$ cat src/rtl/cpu_host_ctrl.sv
`timescale 1ns/1ps
`default_nettype none
// ============================================================================
// Module      : cpu_host_ctrl
// Description : Host initiator that preloads CPU data memory, runs the CPU
//               req/done handshake with a timeout, and streams results out.
// Revision    : 1.0 - initial release
// ============================================================================
module cpu_host_ctrl #(
    parameter int AW      = 8,
    parameter int DW      = 8,
    parameter int REQ_CYC = 2,
    parameter int TIMEOUT = 4096,
    parameter int CW      = 16
) (
    input  logic          clk,
    input  logic          reset,
    input  logic          start,
    input  logic [AW-1:0] ld_base,
    input  logic [AW-1:0] ld_count,
    input  logic [AW-1:0] rd_base,
    input  logic [AW-1:0] rd_count,
    input  logic [DW-1:0] ld_data,
    input  logic          ld_valid,
    output logic          ld_ready,
    output logic [DW-1:0] out_data,
    output logic          out_valid,
    input  logic          out_ready,
    output logic [AW-1:0] mem_addr,
    output logic [DW-1:0] mem_wdata,
    output logic          mem_wr_en,
    input  logic [DW-1:0] mem_rdata,
    output logic          cpu_req,
    input  logic          cpu_done,
    output logic          busy,
    output logic          timeout_err,
    output logic [CW-1:0] run_cycles
);

    localparam int RW = (REQ_CYC < 2) ? 1 : $clog2(REQ_CYC + 1);
    localparam int TW = $clog2(TIMEOUT + 1);

    typedef enum logic [2:0] {
        S_IDLE = 3'd0,
        S_LOAD = 3'd1,
        S_REQ  = 3'd2,
        S_WAIT = 3'd3,
        S_READ = 3'd4
    } state_t;

    state_t        state_q, state_d;
    logic [AW-1:0] idx_q, idx_d;
    logic [AW-1:0] ld_base_q, ld_base_d, ld_count_q, ld_count_d;
    logic [AW-1:0] rd_base_q, rd_base_d, rd_count_q, rd_count_d;
    logic [RW-1:0] req_cnt_q, req_cnt_d;
    logic [TW-1:0] wait_cnt_q, wait_cnt_d;
    logic          armed_q, armed_d;
    logic          timeout_err_q, timeout_err_d;
    logic [CW-1:0] run_cycles_q, run_cycles_d;

    // Outputs decode only from registered state/index, never from start/cpu_done.
    assign ld_ready    = (state_q == S_LOAD);
    assign mem_wr_en   = (state_q == S_LOAD) && ld_valid;
    assign mem_wdata   = (state_q == S_LOAD) ? ld_data : '0;
    assign mem_addr    = (state_q == S_LOAD) ? AW'(ld_base_q + idx_q) :
                         (state_q == S_READ) ? AW'(rd_base_q + idx_q) : '0;
    assign out_valid   = (state_q == S_READ);
    assign out_data    = (state_q == S_READ) ? mem_rdata : '0;
    assign cpu_req     = (state_q == S_REQ);
    assign busy        = (state_q != S_IDLE);
    assign timeout_err = timeout_err_q;
    assign run_cycles  = run_cycles_q;

    always_comb begin
        state_d       = state_q;
        idx_d         = idx_q;
        ld_base_d     = ld_base_q;
        ld_count_d    = ld_count_q;
        rd_base_d     = rd_base_q;
        rd_count_d    = rd_count_q;
        req_cnt_d     = req_cnt_q;
        wait_cnt_d    = wait_cnt_q;
        armed_d       = armed_q;
        timeout_err_d = timeout_err_q;
        run_cycles_d  = run_cycles_q;
        case (state_q)
            S_IDLE: begin
                if (start) begin
                    ld_base_d     = ld_base;
                    ld_count_d    = ld_count;
                    rd_base_d     = rd_base;
                    rd_count_d    = rd_count;
                    idx_d         = '0;
                    req_cnt_d     = '0;
                    timeout_err_d = 1'b0;
                    run_cycles_d  = '0;
                    state_d       = (ld_count != '0) ? S_LOAD : S_REQ;
                end
            end
            S_LOAD: begin
                if (ld_valid) begin
                    if (idx_q == AW'(ld_count_q - AW'(1))) begin
                        idx_d   = '0;
                        state_d = S_REQ;
                    end else begin
                        idx_d = idx_q + AW'(1);
                    end
                end
            end
            S_REQ: begin
                if (req_cnt_q == RW'(REQ_CYC - 1)) begin
                    req_cnt_d  = '0;
                    wait_cnt_d = '0;
                    armed_d    = 1'b0;
                    state_d    = S_WAIT;
                end else begin
                    req_cnt_d = req_cnt_q + RW'(1);
                end
            end
            S_WAIT: begin
                wait_cnt_d = wait_cnt_q + TW'(1);
                if (run_cycles_q != {CW{1'b1}}) begin
                    run_cycles_d = run_cycles_q + CW'(1);
                end
                if (!cpu_done) begin
                    armed_d = 1'b1;
                end
                // A done that was already high on entry must drop before it counts.
                if (armed_q && cpu_done) begin
                    idx_d   = '0;
                    state_d = (rd_count_q != '0) ? S_READ : S_IDLE;
                end else if (wait_cnt_q == TW'(TIMEOUT - 1)) begin
                    timeout_err_d = 1'b1;
                    state_d       = S_IDLE;
                end
            end
            S_READ: begin
                if (out_ready) begin
                    if (idx_q == AW'(rd_count_q - AW'(1))) begin
                        idx_d   = '0;
                        state_d = S_IDLE;
                    end else begin
                        idx_d = idx_q + AW'(1);
                    end
                end
            end
            default: state_d = S_IDLE;
        endcase
    end

    always_ff @(posedge clk or negedge reset) begin
        if (!reset) begin
            state_q       <= S_IDLE;
            idx_q         <= '0;
            ld_base_q     <= '0;
            ld_count_q    <= '0;
            rd_base_q     <= '0;
            rd_count_q    <= '0;
            req_cnt_q     <= '0;
            wait_cnt_q    <= '0;
            armed_q       <= 1'b0;
            timeout_err_q <= 1'b0;
            run_cycles_q  <= '0;
        end else begin
            state_q       <= state_d;
            idx_q         <= idx_d;
            ld_base_q     <= ld_base_d;
            ld_count_q    <= ld_count_d;
            rd_base_q     <= rd_base_d;
            rd_count_q    <= rd_count_d;
            req_cnt_q     <= req_cnt_d;
            wait_cnt_q    <= wait_cnt_d;
            armed_q       <= armed_d;
            timeout_err_q <= timeout_err_d;
            run_cycles_q  <= run_cycles_d;
        end
    end

endmodule
`default_nettype wire

$ cat config.mk
export PLATFORM = sky130hd
export DESIGN_NAME = cpu_host_ctrl
export DESIGN_NICKNAME = d
export VERILOG_FILES = /design/src/rtl/cpu_host_ctrl.sv
export SDC_FILE = /design/constraint.sdc
export NUM_CORES = 1
export LEC_CHECK = 0
export CELL_PAD_IN_SITES_DETAIL_PLACEMENT = 1
export CELL_PAD_IN_SITES_GLOBAL_PLACEMENT = 1
export CORE_ASPECT_RATIO = 1.4
export CORE_MARGIN = 1
export CORE_UTILIZATION = 25
export CTS_BUF_LIST = sky130_fd_sc_hd__clkbuf_16
export CTS_CLUSTER_DIAMETER = 50
export DETAILED_ROUTE_END_ITERATION = 7
export PLACE_DENSITY = 0.55
export SLEW_MARGIN = 0
export SYNTH_ARGS = -nofsm -noshare
export SYNTH_HDL_FRONTEND = slang
export SYNTH_SLANG_ARGS = --single-unit
$ cat constraint.sdc
create_clock -name clk -period 2.9 [get_ports clk]
set_clock_uncertainty 0.1 [all_clocks]
set_input_delay 0.58 -clock clk [delete_from_list [all_inputs] [get_ports clk]]
set_output_delay 0.58 -clock clk [all_outputs]
set_load 0.02 [all_outputs]
==> results of run 1 <==
per-stage QoR:
| stage | cells | instance area, um2 |
|---|---|---|
| 2_1_floorplan | 530 | 4653 |
| 3_3_place_gp | 885 | 6130 |
| 3_5_place_dp | 885 | 6130 |
| 4_1_cts | 904 | 6475 |
| 5_1_grt | 905 | 6500 |
| 6_report | 905 | 6500 |
cells in the mapped netlist (4+ instances only):
master / instances / share of area (%)
nand2_1: 116 / 9.4
o21ai_0: 28 / 3.0
o22ai_1: 7 / 0.94
nor3_1: 8 / 0.86
nor4_1: 6 / 0.81
dfrtp_1: 76 / 41
nand3_1: 17 / 1.8
a21o_1: 6 / 0.97
nor2b_1: 6 / 0.81
nor2_1: 30 / 2.4
and2_1: 11 / 1.5
o31ai_1: 4 / 0.65
and3_1: 20 / 2.7
a21oi_1: 16 / 1.7
ha_1: 20 / 5.4
o21ai_1: 4 / 0.43
nand4_1: 11 / 1.5
a22o_1: 5 / 0.94
xnor2_1: 20 / 3.8
clkbuf_1: 15 / 1.2
xor2_1: 24 / 4.5
inv_1: 19 / 1.5
how the worst max path moves through the flow:
stage	startpoint	slack, ps	end
global route	idx_q[1]	-390	mem_addr[7]
detailed placement	idx_q[1]	-480	mem_addr[7]
finish	idx_q[1]	-290	mem_addr[7]
floorplan	idx_q[0]	30	mem_addr[6]
CTS	idx_q[1]	-340	mem_addr[7]
global placement	idx_q[1]	-430	mem_addr[7]
registers in the layout, indices dropped and copies added, names as in the netlist:
register / flops
rd_count_q: 8
state_q: 3
ld_count_q: 8
timeout_err: 1
armed_q: 1
idx_q: 8
run_cycles: 16
wait_cnt_q: 13
req_cnt_q: 2
rd_base_q: 8
ld_base_q: 8
power by group:
group / total, uW / switching, uW / internal (uW)
logic: 3030 / 1650 / 1380
clock network: 1160 / 485 / 672
registers: 1700 / 322 / 1380
total: 5890 / 2460 / 3430
worst reg2reg max path, cell delays in order (launching register included):
cell and delay, ps:
dfrtp_1 410, inv_1 80, ha_1 320, xnor2_1 140, a311o_1 310, nor4_1 280
nand3_1 240, a22oi_4 430, nor2_2 70, a211o_1 310
repair_timing:
item,CTS,global route
hold buffers,0,0
endpoints found under the setup margin,19,11
setup buffers,2,2
gates cloned,1,0
pin swaps,9,7
resized for setup,36,8
per-layer routing:
layer / routed length (um) / global-route usage (%)
met2: 7933 / 31.04
met5: 0 / 0
met1: 5682 / 16.94
met4: 359 / 6.553
met3: 488 / 3.422
cell type report:
class	instances	area, um2
clock buffers	9	225.2
repair inverters	1	7.507
repair buffers	139	1297
clock inverters	7	77.57
inverters	19	75.07
fillers	2112	11570
well taps	240	300.3
multi-input cells	414	2615
flip-flops and latches	76	1902
cells by family (layout without fill, tap and decap cells):
group                      after synthesis  in the layout
adders and majority gates               22             22
muxes                                    3              3
AOI/OAI and AO/OA                      101            101
DFF                                     76             76
and+or+nand+nor                        243            243
xor gates and xnor gates                45             45
buffers and inverters                   40            175
==> metrics.csv, run 1 <==
metric,value,unit
status,"complete, but fails checks",
failing checks,negative setup slack,
worst hold slack,153.9,ps
H-tree levels,3,
Detail Placement HPWL,11170,um
vias post-DR,4319,
root buffer cell,clkbuf_16,
layout cell share with drive strength beyond 1,13.23,%
diode count,0,
Initial DRC Count,111,
Starting Density,25.75,%
largest family of logic cells by synthesized area,simple AND/OR/NAND/NOR gates,
Max Slew Vio Count,0,
Placer Congestion,0.7953,
Synth Flop Type,dfrtp_1,
RSZ-0062 raised after global routing,true,
post-synthesis mux area share,0.6722,%
post-synthesis compound-gate area fraction,14.68,%
routed vias/inst,4.772,
worst slew pin tran,681.4,ps
gr ovfl total,0,
Tmin final,3191,ps
nets@finish,736,
worst r2r path cells,9,
area share of fa/ha/maj cells after synthesis,6.238,%
Skew-Pair Late Insertion Delay,350,ps
Total GRT Usage,16.15,%
Max Root-Sink Buffers,2,
# DRC,0,
Crit path buffers/inverters,1,
WP data arrival,2510,ps
clock-pin transition on the worst setup and hold timing paths,60,ps
Final Setup Violations,4,
Max Cap Viol,0,
"Period Utilization, post-route",110.0,%
Die X,117.3,um
pre-CTS setup slack,-479.8,ps
Fmax,313.4,MHz
io pins,100,
CTS Buf Count,9,
slowest CP cell,dfrtp_1,
Worst Path Required,2220,ps
Slew headroom,54.46,%
first-pass GRT wire length,24400,um
Post-synth EDFFs,0,
Reg2Reg Setup Slack,100,ps
most frequent cells in the layout,"115 x nand2_1, 91 x clkdlybuf4s50_1, 76 x dfrtp_1, 41 x buf_4, 29 x nor2_1",
Core Area,18070,um2
Hold Path Class,input port to async pin,
PnR worst setup slack,-290.7,ps
leak pwr,0.002946,uW
pin count of the biggest net entering global routing,45,
Setup TNS Final,-594.2,ps
mapped cell area,4653,um2
register bit total from synthesis,76,
die area,19170,um2
Syn Inst Count,530,
Die Y,163.4,um
post-synthesis xor/xnor area fraction,8.766,%
Final ANT Viol Nets,0,
"slowest stage delay, CP",420,ps
Final Hold Vio Count,0,
IO buf count,99,
Routed WL,14460,um
Critical Path Fanout Max,4,
critical path depth in cells,9,
VDD IR max,0.0003906,V
Site Rows,58,
TritonCTS clock tree,yes,
Top Family by Delay on Critical Path,compound AO/OA/AOI/OAI gates,
"most common cell after layout, fill and taps aside",nand2_1,
vias in the first global route,4754,
post-synthesis cell type count,60,
initial antenna violation count,0,
first-pass iteration count of the detailed router,4,
Util after Layout,35.97,%
WL per Instance,15.98,um
reg2reg end,idx_q[6],
total power,5886,uW
P per Cell Area,905.6,nW/um2
CTS Sinks,76,
Mean Syn Cell Area,8.780,um2
reg2reg start,rd_count_q[0],
CP Cell Sequence,ha_1 -> a21o_1 -> a21oi_2 -> nor2b_1 -> o21a_1 -> o41a_1 -> xnor2_1 -> o22ai_1 -> buf_4,
Worst setup SP type,register,
synth warn,0,
CP endpoint kind,output port,
"Area growth, synth to finish",39.69,%
register area share after synthesis,40.87,%
"Net Count, Synth",606,
critical path class,register to output port,
post-synthesis simple-gate area fraction,24.74,%
"FFs w/ async S/R, synth",100.0,%
(Power assumes the default switching activity.)
==> run 2: changes to the inputs <==
Settings changed: ABC_AREA from default to 0, CORE_ASPECT_RATIO 1.4 to 0.6, REMOVE_ABC_BUFFERS from default to 1.
==> metrics.csv, run 2 (synthesis gave the netlist of run 1 again) <==
metric,value,unit
diode count,0,
Worst setup SP type,register,
clock-pin transition on the worst setup and hold timing paths,60,ps
WP data arrival,2470,ps
vias post-DR,4340,
Final Hold Vio Count,0,
Routed WL,15230,um
IO buf count,99,
failing checks,negative setup slack,
Final Setup Violations,4,
routed vias/inst,4.812,
io pins,100,
H-tree levels,3,
Core Area,18160,um2
Skew-Pair Late Insertion Delay,350,ps
VDD IR max,0.0004460,V
Tmin final,3150,ps
CTS Buf Count,9,
WL met2,6244,um
Max Slew Vio Count,0,
Largest register FFs,16,
Hold Path Class,input port to async pin,
Max Root-Sink Buffers,2,
Detail Placement HPWL,11480,um
layout cell share with drive strength beyond 1,13.44,%
gr ovfl total,0,
# DRC,0,
Fmax,317.5,MHz
Slew headroom,31.69,%
hold buffers post-CTS,0,
most frequent cells in the layout,"116 x nand2_1, 79 x clkdlybuf4s50_1, 74 x dfrtp_1, 41 x buf_4, 30 x nor2_1",
critical path class,register to output port,
first-pass iteration count of the detailed router,4,
"most common cell after layout, fill and taps aside",nand2_1,
Die Y,107.7,um
Max Cap Viol,0,
pin count of the biggest net entering global routing,77,
Met1 Wirelength,7991,um
Critical Path Fanout Max,4,
PnR worst setup slack,-250.0,ps
first-pass GRT wire length,24270,um
RSZ-0062 raised after global routing,true,
reg2reg end,idx_q[0],
root buffer cell,clkbuf_16,
Site Rows,38,
"Area growth, synth to finish",39.18,%
Reg2Reg Setup Slack,160,ps
Final ANT Viol Nets,0,
reg2reg start,rd_count_q[0],
max layer used,met4,
worst slew pin tran,1025,ps
status,"complete, but fails checks",
met3 wire length,844,um
"Period Utilization, post-route",108.6,%
total power,5915,uW
leak pwr,0.002998,uW
initial antenna violation count,0,
Starting Density,25.62,%
die area,19180,um2
TritonCTS clock tree,yes,
worst r2r path cells,9,
Die X,178.1,um
nets@finish,733,
Placer Congestion,0.7937,
P per Cell Area,913.4,nW/um2
CTS Sinks,76,
Initial DRC Count,147,
CP endpoint kind,output port,
WL per Instance,16.88,um
vias in the first global route,4574,
Total GRT Usage,16.50,%
Setup TNS Final,-555.7,ps
Worst Path Required,2220,ps
## run 2: layout make-up
type,count,area [um2]
Clock inverter,7,58.81
Tap cell,240,300.3
Clock buffer,9,225.2
Fill cell,2123,11690
Sequential cell,76,1904
Multi-Input combinational cell,414,2649
Timing Repair Buffer,137,1267
Inverter,19,71.32
## run 2: worst max-delay path: stages, from the launching register on
cell	delay [ps]
dfrtp_2	480
ha_4	260
a21o_1	180
a21oi_2	140
nor2b_1	70
o21a_1	180
o41a_1	340
xnor2_1	150
o22ai_1	160
buf_4	170
## run 2: routing by layer
| metal | up-vias | GRT usage [%] |
|---|---|---|
| met4 | 0 | 3.480 |
| li1 | 2105 | - |
| met5 | - | 0 |
| met3 | 11 | 3.178 |
| met1 | 2113 | 24.23 |
| met2 | 111 | 24.79 |
## run 2: where the power goes
group / leakage (uW) / internal (uW) / switching (uW)
logic: 0.00187 / 1370 / 1690
registers: 0.000993 / 1380 / 378
clock network: 0.000138 / 594 / 505
## run 2: timing repair
item,4_1_cts,5_1_grt
endpoints found under the setup margin,17,11
pin swaps,12,7
buffers inserted,1,1
gates resized for setup,48,14
## run 2: how the worst max path moves through the flow
stage	depth (start not counted)	end	slack (ps)	startpoint
5_1_grt	9	mem_addr[7]	-330	idx_q[1]
3_3_place_gp	9	mem_addr[7]	-380	idx_q[1]
6_report	9	mem_addr[7]	-250	idx_q[1]
3_5_place_dp	9	mem_addr[6]	-440	idx_q[0]
2_1_floorplan	8	mem_addr[6]	30	idx_q[0]
4_1_cts	12	mem_addr[6]	-240	idx_q[0]
## run 2: metrics by stage
step / hold slack [ps] / setup slack (ps) / std cells / cell area [um2] / utilization [%]
detailed placement: 374.9 / -437.4 / 884 / 6110 / 33.64
finish: 312.9 / -250.0 / 902 / 6476 / 35.66
global route: 407.0 / -329.7 / 902 / 6476 / 35.66
floorplan: 184.4 / 29.78 / 509 / 4537 / -
global placement: 368.3 / -379.3 / 884 / 6110 / 33.64
CTS: 372.0 / -243.6 / 901 / 6429 / 35.40
